### config.mk
export PLATFORM = sky130hd
export DESIGN_NAME = mem_request_arbiter_flat
export DESIGN_NICKNAME = d
export VERILOG_FILES = /design/src/rtl/mem_request_arbiter_pkg.sv /design/src/rtl/mem_request_arbiter_if.sv /design/src/rtl/mem_request_arbiter.sv /design/src/flat_wrapper.sv
export SDC_FILE = /design/constraint.sdc
export NUM_CORES = 1
export LEC_CHECK = 0
export ABC_AREA = 1
export ABC_CLOCK_PERIOD_IN_PS = 3200
export CAP_MARGIN = 20
export CORE_MARGIN = 5
export CORE_UTILIZATION = 43
export DETAILED_ROUTE_END_ITERATION = 12
export MAX_ROUTING_LAYER = met4
export PLACE_DENSITY = 0.85
export SLEW_MARGIN = 20
export SYNTH_ARGS = -nofsm -noshare
export SYNTH_HDL_FRONTEND = slang
export SYNTH_SLANG_ARGS = --single-unit
### constraint.sdc
create_clock -name CLK -period 3.2 [get_ports CLK]
set_clock_uncertainty 0.1 [all_clocks]
set_input_delay 0.96 -clock CLK [delete_from_list [all_inputs] [get_ports CLK]]
set_output_delay 0.96 -clock CLK [all_outputs]
set_load 0.03 [all_outputs]
### src/rtl/mem_request_arbiter_pkg.sv
// mem_request_arbiter_pkg: shared types for the memory request arbiter
package mem_request_arbiter_pkg;
  typedef logic [31:0] word_t;
  typedef enum logic [1:0] {FREE, BUSY, ACCESS, ERROR} ramstate_t;
  typedef enum logic [1:0] {IDLE, DACC, IACC, RESP} arb_state_t;
  typedef enum logic {INSTR, DATA} grant_t;
endpackage

### src/rtl/mem_request_arbiter_if.sv
// mem_request_arbiter_if: datapath request/response and RAM signals around the arbiter
interface mem_request_arbiter_if;
  import mem_request_arbiter_pkg::*;
  logic iREN, dREN, dWEN, halt, ihit, dhit, ramREN, ramWEN, mem_err;
  word_t iaddr, daddr, dstore, iload, dload, ramaddr, ramstore, ramload;
  ramstate_t ramstate;
  modport slave (
    input iREN, iaddr, dREN, dWEN, daddr, dstore, halt, ramstate, ramload,
    output ihit, iload, dhit, dload, ramREN, ramWEN, ramaddr, ramstore, mem_err
  );
  modport master (
    output iREN, iaddr, dREN, dWEN, daddr, dstore, halt, ramstate, ramload,
    input ihit, iload, dhit, dload, ramREN, ramWEN, ramaddr, ramstore, mem_err
  );
endinterface

### src/rtl/mem_request_arbiter.sv
// mem_request_arbiter: serialises fetch/data requests onto a single-port RAM; MEM_TIMEOUT_EN adds an access timeout
module mem_request_arbiter
  import mem_request_arbiter_pkg::*;
#(
  parameter int TIMEOUT_CYCLES = 64,
  parameter bit FAIR_EN_DEFAULT = 1'b1
) (
  input logic CLK,
  input logic RST,
  mem_request_arbiter_if.slave bus
);
  arb_state_t state_q, state_d;
  grant_t last_grant_q, last_grant_d;
  word_t addr_q, addr_d, store_q, store_d, iload_q, iload_d, dload_q, dload_d;
  logic wr_q, wr_d, mem_err_q, mem_err_d, in_acc, i_req, d_req, timeout;
  assign in_acc = (state_q == DACC) || (state_q == IACC);
  assign i_req = bus.iREN && !bus.halt;
  assign d_req = (bus.dREN || bus.dWEN) && !(FAIR_EN_DEFAULT && i_req && last_grant_q == DATA);
  if (TIMEOUT_CYCLES < 2 || TIMEOUT_CYCLES > 256) begin : g_bad_timeout
    $error("TIMEOUT_CYCLES must fit the 8-bit wait counter");
  end
`ifdef MEM_TIMEOUT_EN
  logic [7:0] cnt_q, cnt_d;
  assign timeout = cnt_q == 8'(TIMEOUT_CYCLES - 1);
  // Held at zero outside the access states, so it starts from zero on every entry
  always_comb cnt_d = !in_acc ? 8'd0 : (cnt_q == 8'hFF ? cnt_q : cnt_q + 8'd1);
  always_ff @(posedge CLK) cnt_q <= RST ? 8'd0 : cnt_d;
`else
  assign timeout = 1'b0;
`endif
  always_comb begin
    state_d = state_q;
    last_grant_d = last_grant_q;
    addr_d = addr_q;
    store_d = store_q;
    wr_d = wr_q;
    iload_d = iload_q;
    dload_d = dload_q;
    mem_err_d = mem_err_q;
    case (state_q)
      IDLE: begin
        if (d_req) begin
          state_d = DACC;
          addr_d = bus.daddr;
          store_d = bus.dstore;
          wr_d = bus.dWEN;
        end else if (i_req) begin
          state_d = IACC;
          addr_d = bus.iaddr;
          wr_d = 1'b0;
        end
      end
      DACC, IACC: begin
        if (bus.ramstate == ACCESS) begin
          state_d = RESP;
          last_grant_d = (state_q == DACC) ? DATA : INSTR;
          iload_d = (state_q == IACC) ? bus.ramload : iload_q;
          dload_d = (state_q == DACC && !wr_q) ? bus.ramload : dload_q;
        end else if (bus.ramstate == ERROR || timeout) begin
          state_d = IDLE;
          mem_err_d = 1'b1;
        end
      end
      default: state_d = IDLE;
    endcase
  end
  always_ff @(posedge CLK) begin
    if (RST) begin
      state_q <= IDLE;
      last_grant_q <= INSTR;
      addr_q <= '0;
      store_q <= '0;
      wr_q <= 1'b0;
      iload_q <= '0;
      dload_q <= '0;
      mem_err_q <= 1'b0;
    end else begin
      state_q <= state_d;
      last_grant_q <= last_grant_d;
      addr_q <= addr_d;
      store_q <= store_d;
      wr_q <= wr_d;
      iload_q <= iload_d;
      dload_q <= dload_d;
      mem_err_q <= mem_err_d;
    end
  end
  assign bus.ihit = state_q == RESP && last_grant_q == INSTR;
  assign bus.dhit = state_q == RESP && last_grant_q == DATA;
  assign bus.iload = iload_q;
  assign bus.dload = dload_q;
  assign bus.ramREN = (state_q == IACC) || (state_q == DACC && !wr_q);
  assign bus.ramWEN = state_q == DACC && wr_q;
  assign bus.ramaddr = addr_q;
  assign bus.ramstore = store_q;
  assign bus.mem_err = mem_err_q;
endmodule
### src/flat_wrapper.sv
// flat-port wrapper written by rule: the top's interface ports become plain ports
module mem_request_arbiter_flat import mem_request_arbiter_pkg::*;
#(
  parameter int TIMEOUT_CYCLES = 64,
  parameter bit FAIR_EN_DEFAULT = 1'b1
)
  (CLK, RST, bus_iREN, bus_iaddr, bus_dREN, bus_dWEN, bus_daddr, bus_dstore, bus_halt, bus_ramstate, bus_ramload, bus_ihit, bus_iload, bus_dhit, bus_dload, bus_ramREN, bus_ramWEN, bus_ramaddr, bus_ramstore, bus_mem_err);
  mem_request_arbiter_if bus_i ();
  input logic CLK;
  input logic RST;
  input wire logic [$bits(bus_i.iREN)-1:0] bus_iREN;
  input wire logic [$bits(bus_i.iaddr)-1:0] bus_iaddr;
  input wire logic [$bits(bus_i.dREN)-1:0] bus_dREN;
  input wire logic [$bits(bus_i.dWEN)-1:0] bus_dWEN;
  input wire logic [$bits(bus_i.daddr)-1:0] bus_daddr;
  input wire logic [$bits(bus_i.dstore)-1:0] bus_dstore;
  input wire logic [$bits(bus_i.halt)-1:0] bus_halt;
  input wire logic [$bits(bus_i.ramstate)-1:0] bus_ramstate;
  input wire logic [$bits(bus_i.ramload)-1:0] bus_ramload;
  output wire logic [$bits(bus_i.ihit)-1:0] bus_ihit;
  output wire logic [$bits(bus_i.iload)-1:0] bus_iload;
  output wire logic [$bits(bus_i.dhit)-1:0] bus_dhit;
  output wire logic [$bits(bus_i.dload)-1:0] bus_dload;
  output wire logic [$bits(bus_i.ramREN)-1:0] bus_ramREN;
  output wire logic [$bits(bus_i.ramWEN)-1:0] bus_ramWEN;
  output wire logic [$bits(bus_i.ramaddr)-1:0] bus_ramaddr;
  output wire logic [$bits(bus_i.ramstore)-1:0] bus_ramstore;
  output wire logic [$bits(bus_i.mem_err)-1:0] bus_mem_err;
  assign bus_i.iREN = bus_iREN;
  assign bus_i.iaddr = bus_iaddr;
  assign bus_i.dREN = bus_dREN;
  assign bus_i.dWEN = bus_dWEN;
  assign bus_i.daddr = bus_daddr;
  assign bus_i.dstore = bus_dstore;
  assign bus_i.halt = bus_halt;
  assign bus_i.ramstate = bus_ramstate;
  assign bus_i.ramload = bus_ramload;
  assign bus_ihit = bus_i.ihit;
  assign bus_iload = bus_i.iload;
  assign bus_dhit = bus_i.dhit;
  assign bus_dload = bus_i.dload;
  assign bus_ramREN = bus_i.ramREN;
  assign bus_ramWEN = bus_i.ramWEN;
  assign bus_ramaddr = bus_i.ramaddr;
  assign bus_ramstore = bus_i.ramstore;
  assign bus_mem_err = bus_i.mem_err;
  mem_request_arbiter #(.TIMEOUT_CYCLES(TIMEOUT_CYCLES), .FAIR_EN_DEFAULT(FAIR_EN_DEFAULT)) u_core (.CLK(CLK), .RST(RST), .bus(bus_i));
endmodule
# Word-level counts from Yosys, hierarchy flattened
# Cells that the tools add are included.
dict set report word_totals {
  ff_bits 133
  latchBits 0
  ramBits 0
  romBits 0
  out_inout_bits 133
  word_cells 49
  memories 0
}
dict set report classes {
  add_sub_neg 0
  mul 0
  div_mod_pow 0
  magnitude_cmp 0
  eq_ne 7
  shifts 0
  muxes 10
  n_bitwise 2
  reduce_logical 22
}
# cell n
set op_table {}
lappend op_table {{$mux W32} 2}
lappend op_table {{$reduce_and A3 Y1} 3}
lappend op_table {{$eq A2 B2 Y1 const B} 4}
lappend op_table {{$mux W2} 4}
lappend op_table {{$reduce_and A2 Y1} 4}
lappend op_table {{$logic_and A1 B1 Y1} 7}
lappend op_table {{$ne A3 B1 Y1 const B} 2}
lappend op_table {{$pmux W2 S2} 1}
lappend op_table {{$logic_not A1 Y1} 3}
lappend op_table {{$mux W1} 3}
lappend op_table {{$eq A2 B1 Y1 const B} 1}
lappend op_table {{$logic_not A2 Y1} 1}
lappend op_table {{$logic_or A1 B1 Y1} 2}
lappend op_table {{$not A1 Y1} 2}
lappend op_table {{$reduce_bool A2 Y1} 1}
lappend op_table {{$reduce_or A2 Y1} 1}

# Logic depth before layout (Yosys ltp)
dict set report depth {
  depth_word 7
  depth_mapped 9
}

# Worst setup path before layout
# No wires, ideal clock.
dict set report synth_path {
  kind {reg-to-output}
  startpoint {register u_core.state_q[0]}
  endpoint {output bus_ramREN}
  arrival_time_ps 1257
  t_required_ps 2140
  setup_slack_ps 883
  stages_incl_launch_ff 6
  n_path_buf 2
  cell_sequence {dfxtp_1 > inv_1 > ha_1 > buf_2 > clkbuf_1 > o21bai_1}
}
dict set report synth_between {
  elab_chain_len 3
  elab_cells_between_ends 4
  classes_between {2 x eq/ne; 2 x reduce/logical}
}
# item line
set synth_lines {}
lappend synth_lines {{from (decl)} mem_request_arbiter.sv:12} ;# arb_state_t state_q, state_d;
lappend synth_lines {{from (signal assigned)} mem_request_arbiter.sv:78} ;# state_q <= state_d;
lappend synth_lines {{$eq A2 B1 Y1} mem_request_arbiter.sv:92} ;# assign bus.ramREN = (state_q == IACC) || (state_q == DACC && !wr_q);
lappend synth_lines {{$logic_and A1 B1 Y1} mem_request_arbiter.sv:92}
lappend synth_lines {{$logic_or A1 B1 Y1 *} mem_request_arbiter.sv:92}
lappend synth_lines {{to (decl)} flat_wrapper.sv:24} ;# output wire logic [$bits(bus_i.ramREN)-1:0] bus_ramREN;
# Mark *: on every way between the ends. The rest lies on a longest branch, timed or not.

# Worst setup path in the final report
dict set report layout_path {
  startpoint {register u_core.state_q[1]}
  endpoint {output bus_ramWEN}
}
dict set report layout_between {
  elab_chain_len 2
}
# item line
set layout_lines {}
lappend layout_lines {{$eq A2 B1 Y1} mem_request_arbiter.sv:93} ;# assign bus.ramWEN = state_q == DACC && wr_q;
lappend layout_lines {{$logic_and A1 B1 Y1} mem_request_arbiter.sv:93}
lappend layout_lines {{to (decl)} flat_wrapper.sv:25} ;# output wire logic [$bits(bus_i.ramWEN)-1:0] bus_ramWEN;
# No other way between the ends.

==> metrics.log <==
INFO  metric gp_routability_congestion = between 0.8 and 0.9
INFO  metric finish.cell_count_without_fillers = around 1200
INFO  metric place.port_buffers = approximately 270
INFO  metric netlist-cell-type-count = 22
INFO  metric dp_hpwl = ~12000 um
INFO  metric yosys_register_bits = 133
INFO  metric switching_share = ~31%
INFO  metric tritoncts = done
INFO  metric cts.clk_slew.worst_paths = 0.05 ns
INFO  metric clock_sinks = between 100 and 150
INFO  metric status = finished clean
INFO  metric synth.top_cell.area_share = 49.8%
INFO  metric number_of_maximum_capacitance_violations = 0
INFO  metric area.sequential = between 2000 and 3000 um2
INFO  metric clock_power_share = between 30% and 40%
INFO  metric worstSetupPathType = flop to primary output
INFO  metric async_flop_share = 0%
INFO  metric netlist_instances = 750
INFO  metric setup_viol = 0
INFO  metric final_nets = about 1100
INFO  metric maximum_fanout_encountered_on_the_critical_timing_path = 4
INFO  metric cp.arrival = roughly 1.9 ns
INFO  metric finalHoldViolations = 0
INFO  metric route.detailed.vias_per_inst = 4.83
INFO  metric synth_to_final_area_change = 61.7%
INFO  metric core_region_area = 12100 um2
INFO  metric floorplan.initialDensity = between 40 and 50%
INFO  metric power.sequential.fraction = a little over a third
INFO  metric global_route.usage.total = between 20% and 30%
INFO  metric worst_slew_margin_rel = about 61%
INFO  metric drv_slew = 0
INFO  metric max_freq = 335 MHz
INFO  metric cts.root.buffer_cell = sky130_fd_sc_hd__clkbuf_16
INFO  metric cell_taking_the_most_area_after_synthesis = sky130_fd_sc_hd__dfxtp_1
INFO  metric p_leak = around 3.6 nW
INFO  metric global_route.usage.met2 = about two fifths
INFO  metric synth-main-ff-cell = sky130_fd_sc_hd__dfxtp_1
INFO  metric finalWorstSetupSlack = roughly 0.22 ns
INFO  metric min_period_over_period = roughly 93%
INFO  metric post_cts.resized_instances = 0
INFO  metric synth-seq-area-share = 49.8%
INFO  metric worst-slew-pin-transition = 0.590 ns
INFO  metric synth.top_cells.by_count = 272 x sky130_fd_sc_hd__nand2_1, 133 x sky130_fd_sc_hd__dfxtp_1, 101 x sky130_fd_sc_hd__a21oi_1, 67 x sky130_fd_sc_hd__nand3_1, 66 x sky130_fd_sc_hd__nor2_1
INFO  metric rows = 40
INFO  metric grt_first_pass_wirelength = 26300 um
INFO  metric crit_path_top_delay_cell = sky130_fd_sc_hd__clkdlybuf4s50_1
INFO  metric first_iter_violations = ~440
INFO  metric crit_required = 2.14 ns
INFO  metric fp.dieArea = 14800 um2
INFO  metric combined_area_of_the_multi_input_logic_cells = between 2000 and 2500 um2
INFO  metric power.combinational.fraction = between 20% and 30%
INFO  metric synth_area_leaders = sky130_fd_sc_hd__dfxtp_1 50%, sky130_fd_sc_hd__nand2_1 19%, sky130_fd_sc_hd__a21oi_1 9.4%
INFO  metric die-height = 122 um
INFO  metric p_switching = 1.66 mW
INFO  metric drive_gt1_share = between 5 and 6%
INFO  metric met1_usage = approximately a quarter
INFO  metric globalRoute.busiestLayer = met2
INFO  metric syn-num-nets = a little under 900
INFO  metric largest_net_degree_at_the_start_of_global_routing = between 100 and 150
INFO  metric yosysWarnings = 0
INFO  metric synth_area = 5350 um2
INFO  metric cpMostUsedCell = sky130_fd_sc_hd__inv_1
INFO  metric p_int = around 3.6 mW
INFO  metric antenna_left = 0
INFO  metric h_tree_level_count = 4
INFO  metric cpPeakStageDelay = around 0.7 ns
INFO  metric fin_setup_tns = 0 ns
INFO  metric yosysMostFrequentCell = sky130_fd_sc_hd__nand2_1
INFO  metric cts-hold-fix-buffers = 0
INFO  metric worst_ir_drop_vdd = about 0.00036 V
INFO  metric num_io_pins = between 200 and 300
INFO  metric post-route-min-period = around 3.0 ns
INFO  metric power_density_of_the_placed_cells = between 600 and 700 nW/um2
INFO  metric fillerInstances = around 960
INFO  metric clockBufferDepth = 2
INFO  metric startpoint_type = flop
INFO  metric diodes = 0
INFO  metric hold_path.class = flop to flop
INFO  metric die_x = 122 um
INFO  metric finalWirelength = between 15000 and 20000 um
INFO  metric synthesized_area_per_cell = 7.14 um2
INFO  metric dpl.cell_count = 1147
INFO  metric detail_route.drc_violations = 0
INFO  metric grt_setup_unrepaired = false
INFO  metric via_count = approximately 5700
INFO  metric place_ws = 0.486 ns
INFO  metric wl_per_cell = roughly 15 um
INFO  metric fin_util = 71.4%
INFO  metric numCtsBuffers = 17
INFO  metric timing.critical_path.cells = inv_1 > ha_1 > nand2_1 > inv_1 > clkdlybuf4s50_1
INFO  metric post-cts-setup-buffer-count = 0
INFO  metric clock_insertion_delay_worst_skew = approximately 0.4 ns
INFO  metric first_global_vias = 5274
INFO  metric drt_pre_antenna_iters = 5
INFO  metric synth_edf_count = 0
INFO  metric grt-ovfl-total = 0
INFO  metric timing.critical_path.to_type = primary output
INFO  metric power_total = around 5.3 mW
INFO  metric antenna_violations_before_repair = 0
INFO  metric use_met3 = 8.91%
final cells by class:
class | instances | area share [%]
timing repair buffer | 279 | 32.2
sequential | 133 | 30.8
multi-input combinational | 519 | 26.0
clock buffer | 25 | 5.96
tap | 168 | 2.43
inverter | 48 | 2.08
clock inverter | 4 | 0.521
power by group through the flow:
stage | sequential, mW | combinational [mW] | clock, mW
6_report | 1.92 | 1.56 | 1.83
5_1_grt | 1.94 | 1.69 | 1.95
4_1_cts | 1.92 | 1.57 | 1.86
3_5_place_dp | 1.96 | 1.56 | 0
3_3_place_gp | 1.95 | 1.54 | 0
2_1_floorplan | 2.27 | 0.578 | 0
per-stage QoR:
stage | hold WS [ns] | area (um2)
after floorplan | 0.366 | 5350
after global placement | 0.343 | 8090
after detailed placement | 0.343 | 8090
after CTS | 0.353 | 8650
after global routing | 0.373 | 8650
final | 0.348 | 8650
registers in the layout, indices dropped and copies added (netlist names):
register	count
u_core.bus.dload	32
u_core.bus.iload	32
u_core.bus.ramaddr	32
u_core.bus.ramstore	32
u_core.state_q	2
u_core.bus.mem_err	1
u_core.last_grant_q	1
u_core.wr_q	1
routing by layer:
layer | vias up | part of all wire [%]
met5 | - | 0
met4 | 0 | 3.4
met3 | 41 | 10
met2 | 248 | 49
met1 | 2545 | 37
li1 | 2844 | -
worst paths after layout:
kind,start,endpoint,slack [ns],depth (start not counted)
setup / recovery,u_core.state_q[1],bus_ramWEN,0.22,5
hold / removal,u_core.bus.mem_err,u_core.bus.mem_err,0.35,2
setup reg to reg,u_core.state_q[0],u_core.bus.dload[19],1.17,8
hold reg to reg,u_core.bus.mem_err,u_core.bus.mem_err,0.35,2
critical path: cells and delay by family, from the launching register on:
family	cells	cell delay (ns)
AND/OR/NAND/NOR	1	0.08
adder cells (fa/ha/maj)	1	0.26
buffers and inverters	3	0.85
flip-flops	1	0.33
placed cells by master (no fill, tap or decap), types with 2 or more instances in the layout:
cell / Yosys / routed
sky130_fd_sc_hd__inv_2: 4 / 4
sky130_fd_sc_hd__clkbuf_16: 0 / 17
sky130_fd_sc_hd__ha_1: 4 / 4
sky130_fd_sc_hd__clkdlybuf4s50_1: 0 / 266
sky130_fd_sc_hd__buf_4: 6 / 11
sky130_fd_sc_hd__inv_1: 44 / 44
sky130_fd_sc_hd__nand2_1: 272 / 272
sky130_fd_sc_hd__dfxtp_1: 133 / 133
sky130_fd_sc_hd__clkbuf_8: 0 / 6
sky130_fd_sc_hd__a21oi_1: 101 / 101
sky130_fd_sc_hd__nand3_1: 67 / 67
sky130_fd_sc_hd__buf_12: 0 / 2
sky130_fd_sc_hd__clkinv_2: 0 / 3
sky130_fd_sc_hd__nor2_1: 66 / 66
sky130_fd_sc_hd__clkbuf_1: 14 / 2
cells by family after synthesis:
kind of cell / count (synthesis) / share of synthesized area (%)
AND/OR/NAND/NOR: 412 / 31.2
buffers and inverters: 98 / 8.30
flip-flops: 133 / 49.8
AO/OA/AOI/OAI: 103 / 9.80
adder cells (fa/ha/maj): 4 / 0.935
No activity file was read; power rests on OpenSTA's default activity.
==> patch 1, RTL diff (same settings) <==
`FAIR_EN_DEFAULT` is set to 1'b1 in 2 places; all go to 1'b0.
--- a/src/rtl/mem_request_arbiter.sv
+++ b/src/rtl/mem_request_arbiter.sv
@@ -5,3 +5,3 @@
   parameter int TIMEOUT_CYCLES = 64,
-  parameter bit FAIR_EN_DEFAULT = 1'b1
+  parameter bit FAIR_EN_DEFAULT = 1'b0
 ) (
--- a/src/flat_wrapper.sv
+++ b/src/flat_wrapper.sv
@@ -4,3 +4,3 @@
   parameter int TIMEOUT_CYCLES = 64,
-  parameter bit FAIR_EN_DEFAULT = 1'b1
+  parameter bit FAIR_EN_DEFAULT = 1'b0
 )
Formal check against the unedited RTL: not equivalent (a bounded check fails within 10 cycles, from zero or initial values and one cycle with RST high).
==> patch 1 against the original RTL <==
  * Critical endpoint is now bus_ramREN
  * Wire length decreased by 5.0%
  * Core utilization is 1.6 points lower
  * Sequential cell count unchanged
  * Sequential share of layout area decreased by 0.33 points
  * Maximum frequency increased by 2.6%
  * Power increased by 31%
  * Largest cell class unchanged
  * Worst setup slack better by 0.075 ns
  * Design area is 1.1% higher
  * Synthesized area rose by 1.9%
  * Sequential power up 18%
==> patch 1: results (changes against the original RTL) <==
n_diodes -> 0 (unchanged)
H-tree levels -> 4 (unchanged)
CP max FO -> 3 (-1)
Async SR Flop Fraction -> 0% (unchanged)
post-synthesis sequential area ratio -> 48.81% (-0.95 points)
hold crit path type -> register to register
hold_sp -> u_core.bus.iload[9]
reg2reg end -> u_core.bus.dload[4]
top_reg_cell synth -> dfxtp_1
Netlist cell types -> 22 (unchanged)
Hold Path Stages -> 2 (unchanged)
Worst Path Arrival -> 1.85 ns (-0.07 ns)
vias in the first global route -> 5,416 (+2.7%)
initial antenna violation count -> 0 (unchanged)
post-CTS resize count -> 0 (unchanged)
first-pass detailed-route iteration total -> 5 (unchanged)
Top delay family on crit path -> buffers and inverters
top post-synthesis cells by area -> dfxtp_1 (49%), nor2_1 (14%), o21ai_0 (11%)
Post-CTS Repair Setup Buffers -> 0 (unchanged)
Port-buffer cells -> 268 (unchanged)
WHS Endpoint -> u_core.bus.iload[9]
layout cell share with drive strength beyond 1 -> 4.624% (-0.44 points)
slew margin rel. -> 63.31% (+2.7 points)
routability cong. -> 0.8253 (+1.7%)
Post-synth top cells -> nor2_1 (199), nand2_1 (139), dfxtp_1 (133), o21ai_0 (115), inv_1 (75)
largest net degree at the start of global routing -> 65 (-51%)
slowest cell delay on critical path -> 0.61 ns (-0.09 ns)
global-route met3 utilization -> 7.926% (-0.99 points)
Worst-Skew Late Latency -> 0.40 ns (about the same)
status -> completed
Global Route Usage Sum -> 22.22% (-1.2 points)
worst ir drop on vdd -> 0.5190 mV (+45%)
Gate Count Post-Synth -> 776 (+3.5%)
Post-DP Area -> 8199 µm² (+1.3%)
GRT met2 Usage -> 36.93% (-1.7 points)
reg2reg setup slack -> 1.41 ns (+0.24 ns)
DR WL/cell -> 13.55 µm (-7.7%)
RR Startpoint -> u_core.state_q[0]
Max Buffers Root-to-Sink -> 2 (unchanged)
first-pass GRT wire length -> 25,540 µm (-2.9%)
clk slew on worst S/H paths -> 0.05 ns (about the same)
Synthesized Nets -> 916 (+2.9%)
total CTS buffers -> 17 (unchanged)
Post-DP HPWL -> 11,900 µm (-2.2%)
Pleak -> 0.003619 µW (+1.3%)
synth warn -> 0 (unchanged)
R2R cell count -> 8 (unchanged)
fin cells -> 1,210 (+2.9%)
DR iter-0 viols -> 335 (-24%)
via count -> 5,642 (-0.63%)
clock root buffer -> clkbuf_16
slowest CP cell -> clkdlybuf4s50_1
worst slack at placement -> 0.5292 ns (+0.04367 ns)
grt met1 use -> 23.60% (-1.4 points)
## patch 1: cell families (layout without fill, tap and decap cells)
logic type | count (synthesis) | after routing | synth area share (%)
AO/OA/AOI/OAI | 167 | 167 | 15.57
adder cells (fa/ha/maj) | 4 | 4 | 0.9175
buffers and inverters | 125 | 387 | 10.11
flip-flops | 133 | 133 | 48.81
AND/OR/NAND/NOR | 347 | 347 | 24.59
## patch 1: metrics by stage
step           utilization [%]  hold slack, ns
6_report                 69.87          0.3417
5_1_grt                  69.87          0.3661
4_1_cts                  69.87          0.3442
3_5_place_dp             65.50          0.3355
3_3_place_gp             65.50          0.3305
2_1_floorplan                -          0.3486
## patch 1: power breakdown
group | switching (µW) | internal (µW) | total [µW]
registers | 205 | 2070 | 2270
logic | 1760 | 1140 | 2900
clock network | 686 | 1100 | 1790
## patch 1: how the worst max path moves through the flow
stage	slack (ns)	depth (start not counted)	startpoint	endpoint
after floorplan	1.16	3	u_core.state_q[0]	bus_ihit
after global placement	0.60	7	bus_dWEN	u_core.bus.ramaddr[20]
after detailed placement	0.53	7	bus_dWEN	u_core.bus.ramaddr[31]
after CTS	0.25	4	u_core.state_q[1]	bus_ramREN
after global routing	0.17	4	u_core.state_q[0]	bus_ihit
final	0.29	4	u_core.state_q[1]	bus_ramREN
## patch 1: layout make-up
type / count / area (µm²)
Multi-Input combinational cell: 518 / 2246
Clock buffer: 23 / 467.9
Fill cell: 1060 / 3771
Inverter: 77 / 292.8
Clock inverter: 9 / 78.83
Tap cell: 172 / 215.2
Timing Repair Buffer: 278 / 2783
Sequential cell: 133 / 2663
## patch 1: per-layer routing
| layer | share of wire (%) | up-vias |
|---|---|---|
| li1 | - | 2907 |
| met2 | 48 | 249 |
| met1 | 38 | 2446 |
| met5 | 0 | - |
| met3 | 10 | 40 |
| met4 | 3.7 | 0 |
## patch 1: worst min-delay path, cell delays in order (launching register included)
cell and delay, ns:
dfxtp_1 0.30, inv_1 0.04, a21oi_1 0.05
==> patch 2, RTL diff (config.mk and constraints unchanged) <==
Made on the original files. Encoding of `arb_state_t`: now one-hot (4 bits for 4 states).
--- a/src/rtl/mem_request_arbiter_pkg.sv
+++ b/src/rtl/mem_request_arbiter_pkg.sv
@@ -4,3 +4,3 @@
   typedef enum logic [1:0] {FREE, BUSY, ACCESS, ERROR} ramstate_t;
-  typedef enum logic [1:0] {IDLE, DACC, IACC, RESP} arb_state_t;
+  typedef enum logic [3:0] {IDLE = 4'b0001, DACC = 4'b0010, IACC = 4'b0100, RESP = 4'b1000} arb_state_t;
   typedef enum logic {INSTR, DATA} grant_t;
Formal check against the unedited RTL: no difference found for any inputs over 4 cycles, from zero or initial values and one cycle with RST high; so few cycles prove little.
==> patch 2 against the original RTL <==
  * Synthesized area shrank 3.0%
  * Power grew 1.7%
  * Sequential cell count grew 2
  * Via count shrank 5.9%
  * Worst setup slack lost 0.063 ns
  * Design area shrank 1.8%
  * Synthesized cell count shrank 12%
  * Wire length shrank 4.5%
==> patch 2: results (changes against the original RTL) <==
Final #Nets -> 1,045 (-8.2%)
GRT met2 Usage -> 37.15% (-1.4 points)
n_diodes -> 0 (unchanged)
Max Buffers Root-to-Sink -> 2 (unchanged)
Pleak -> 0.003258 µW (-8.8%)
Highest Signal Layer -> met4
post-synthesis sequential area ratio -> 52.07% (+2.3 points)
synth warn -> 0 (unchanged)
routability cong. -> 0.8295 (+2.2%)
total CTS buffers -> 17 (unchanged)
global-route met3 utilization -> 8.483% (-0.43 points)
Netlist cell types -> 24 (+9.1%)
worst slack at placement -> 0.3400 ns (-0.1456 ns)
Detail Route met3 WL -> 1434 µm (-20%)
clk slew on worst S/H paths -> 0.06 ns
Port-buffer cells -> 268 (unchanged)
first-pass GRT wire length -> 25,370 µm (-3.6%)
setup TNS -> 0 ns (unchanged)
Worst Path Arrival -> 1.99 ns (+0.07 ns)
H-tree levels -> 4 (unchanged)
Post-CTS Repair Setup Buffers -> 0 (unchanged)
DR iter-0 viols -> 368 (-16%)
Post-DP HPWL -> 11,610 µm (-4.7%)
clock share of power -> 39.4% (+4.9 points)
final WL -> 16,490 µm (-4.5%)
Comb pwr share -> 24.6% (-4.7 points)
CP max FO -> 4 (unchanged)
worst ir drop on vdd -> 0.3787 mV (+5.8%)
vias in the first global route -> 5,069 (-3.9%)
layout cell share with drive strength beyond 1 -> 6.399% (+1.3 points)
Async SR Flop Fraction -> 0% (unchanged)
largest net degree at the start of global routing -> 92 (-31%)
post-CTS resize count -> 0 (unchanged)
Post-DP Area -> 7849 µm² (-3.0%)
DR vias/cell -> 4.997 (+3.5%)
Worst-Margin Slew -> 0.5807 ns (-0.009021 ns)
routed wl met2 -> 8078 µm (-4.2%)
Worst-Skew Late Latency -> 0.41 ns
clock root buffer -> clkbuf_16
hold crit path type -> register to register
top post-synthesis cells by area -> dfxtp_1 (52%), nor2_1 (10%), a21oi_1 (9.5%)
first-pass detailed-route iteration total -> 5 (unchanged)
Global Route Usage Sum -> 22.81% (-0.60 points)
Net Sw Power -> 1584 µW (-4.8%)
status -> completed
grt met1 use -> 25.35% (+0.32 points)
Synthesized Nets -> 793 (-11%)
initial antenna violation count -> 0 (unchanged)
Post-synth top cells -> nor2_1 (138), dfxtp_1 (135), a21oi_1 (99), o21ai_0 (99), nand2_1 (48)
wire length on met1 -> 6616 µm (+2.7%)
patch 2: cell types whose count changed after synthesis, moves of 3 or more:
cell / before / now
nand3_1: 67 / 4
nor2_1: 66 / 138
nand2_1: 272 / 48
o21ai_1: 0 / 30
buf_2: 25 / 11
nor2_4: 1 / 4
o21ai_0: 0 / 99
inv_1: 44 / 41
ha_1: 4 / 0
buf_6: 3 / 15
patch 2: final cells by class:
cell class	count	area [µm²]
Fill cell	925	3416
Timing Repair Buffer	278	2783
Sequential cell	135	2703
Multi-Input combinational cell	432	2011
Clock buffer	20	446.7
Clock inverter	12	200.2
Tap cell	147	183.9
Inverter	45	168.9
patch 2: logic make-up after synthesis:
family / count (synthesis) / synth area share (%)
AOI/OAI and AO/OA: 231 / 22.44
and+or+nand+nor: 201 / 16.20
DFF: 135 / 52.07
buffers and inverters: 90 / 9.282
patch 2: critical path: stages (launching register included):
cell             delay [ns]
dfxtp_1                0.36
inv_2                  0.07
nor2_1                 0.11
nand2_2                0.09
o21ai_0                0.20
clkdlybuf4s50_1        0.74
patch 2: metrics by stage:
step	util, %	hold slack, ns	std cells	power (µW)
after floorplan	-	0.3598	657	2726
after global placement	65.89	0.3302	1037	3287
after detailed placement	65.89	0.3354	1037	3303
after CTS	71.32	0.3443	1069	5443
after global routing	71.32	0.3610	1069	5636
final	71.32	0.3427	1069	5405
patch 2: final timing paths:
kind / slack (ns) / to / cells after the start / startpoint
worst min-delay path: 0.34 / u_core.bus.iload[10] / 2 / u_core.bus.iload[10]
worst min register to register: 0.34 / u_core.bus.iload[10] / 2 / u_core.bus.iload[10]
worst max register to register: 1.45 / u_core.bus.iload[31] / 6 / u_core.state_q[2]
worst max-delay path: 0.15 / bus_ramREN / 5 / u_core.state_q[1]
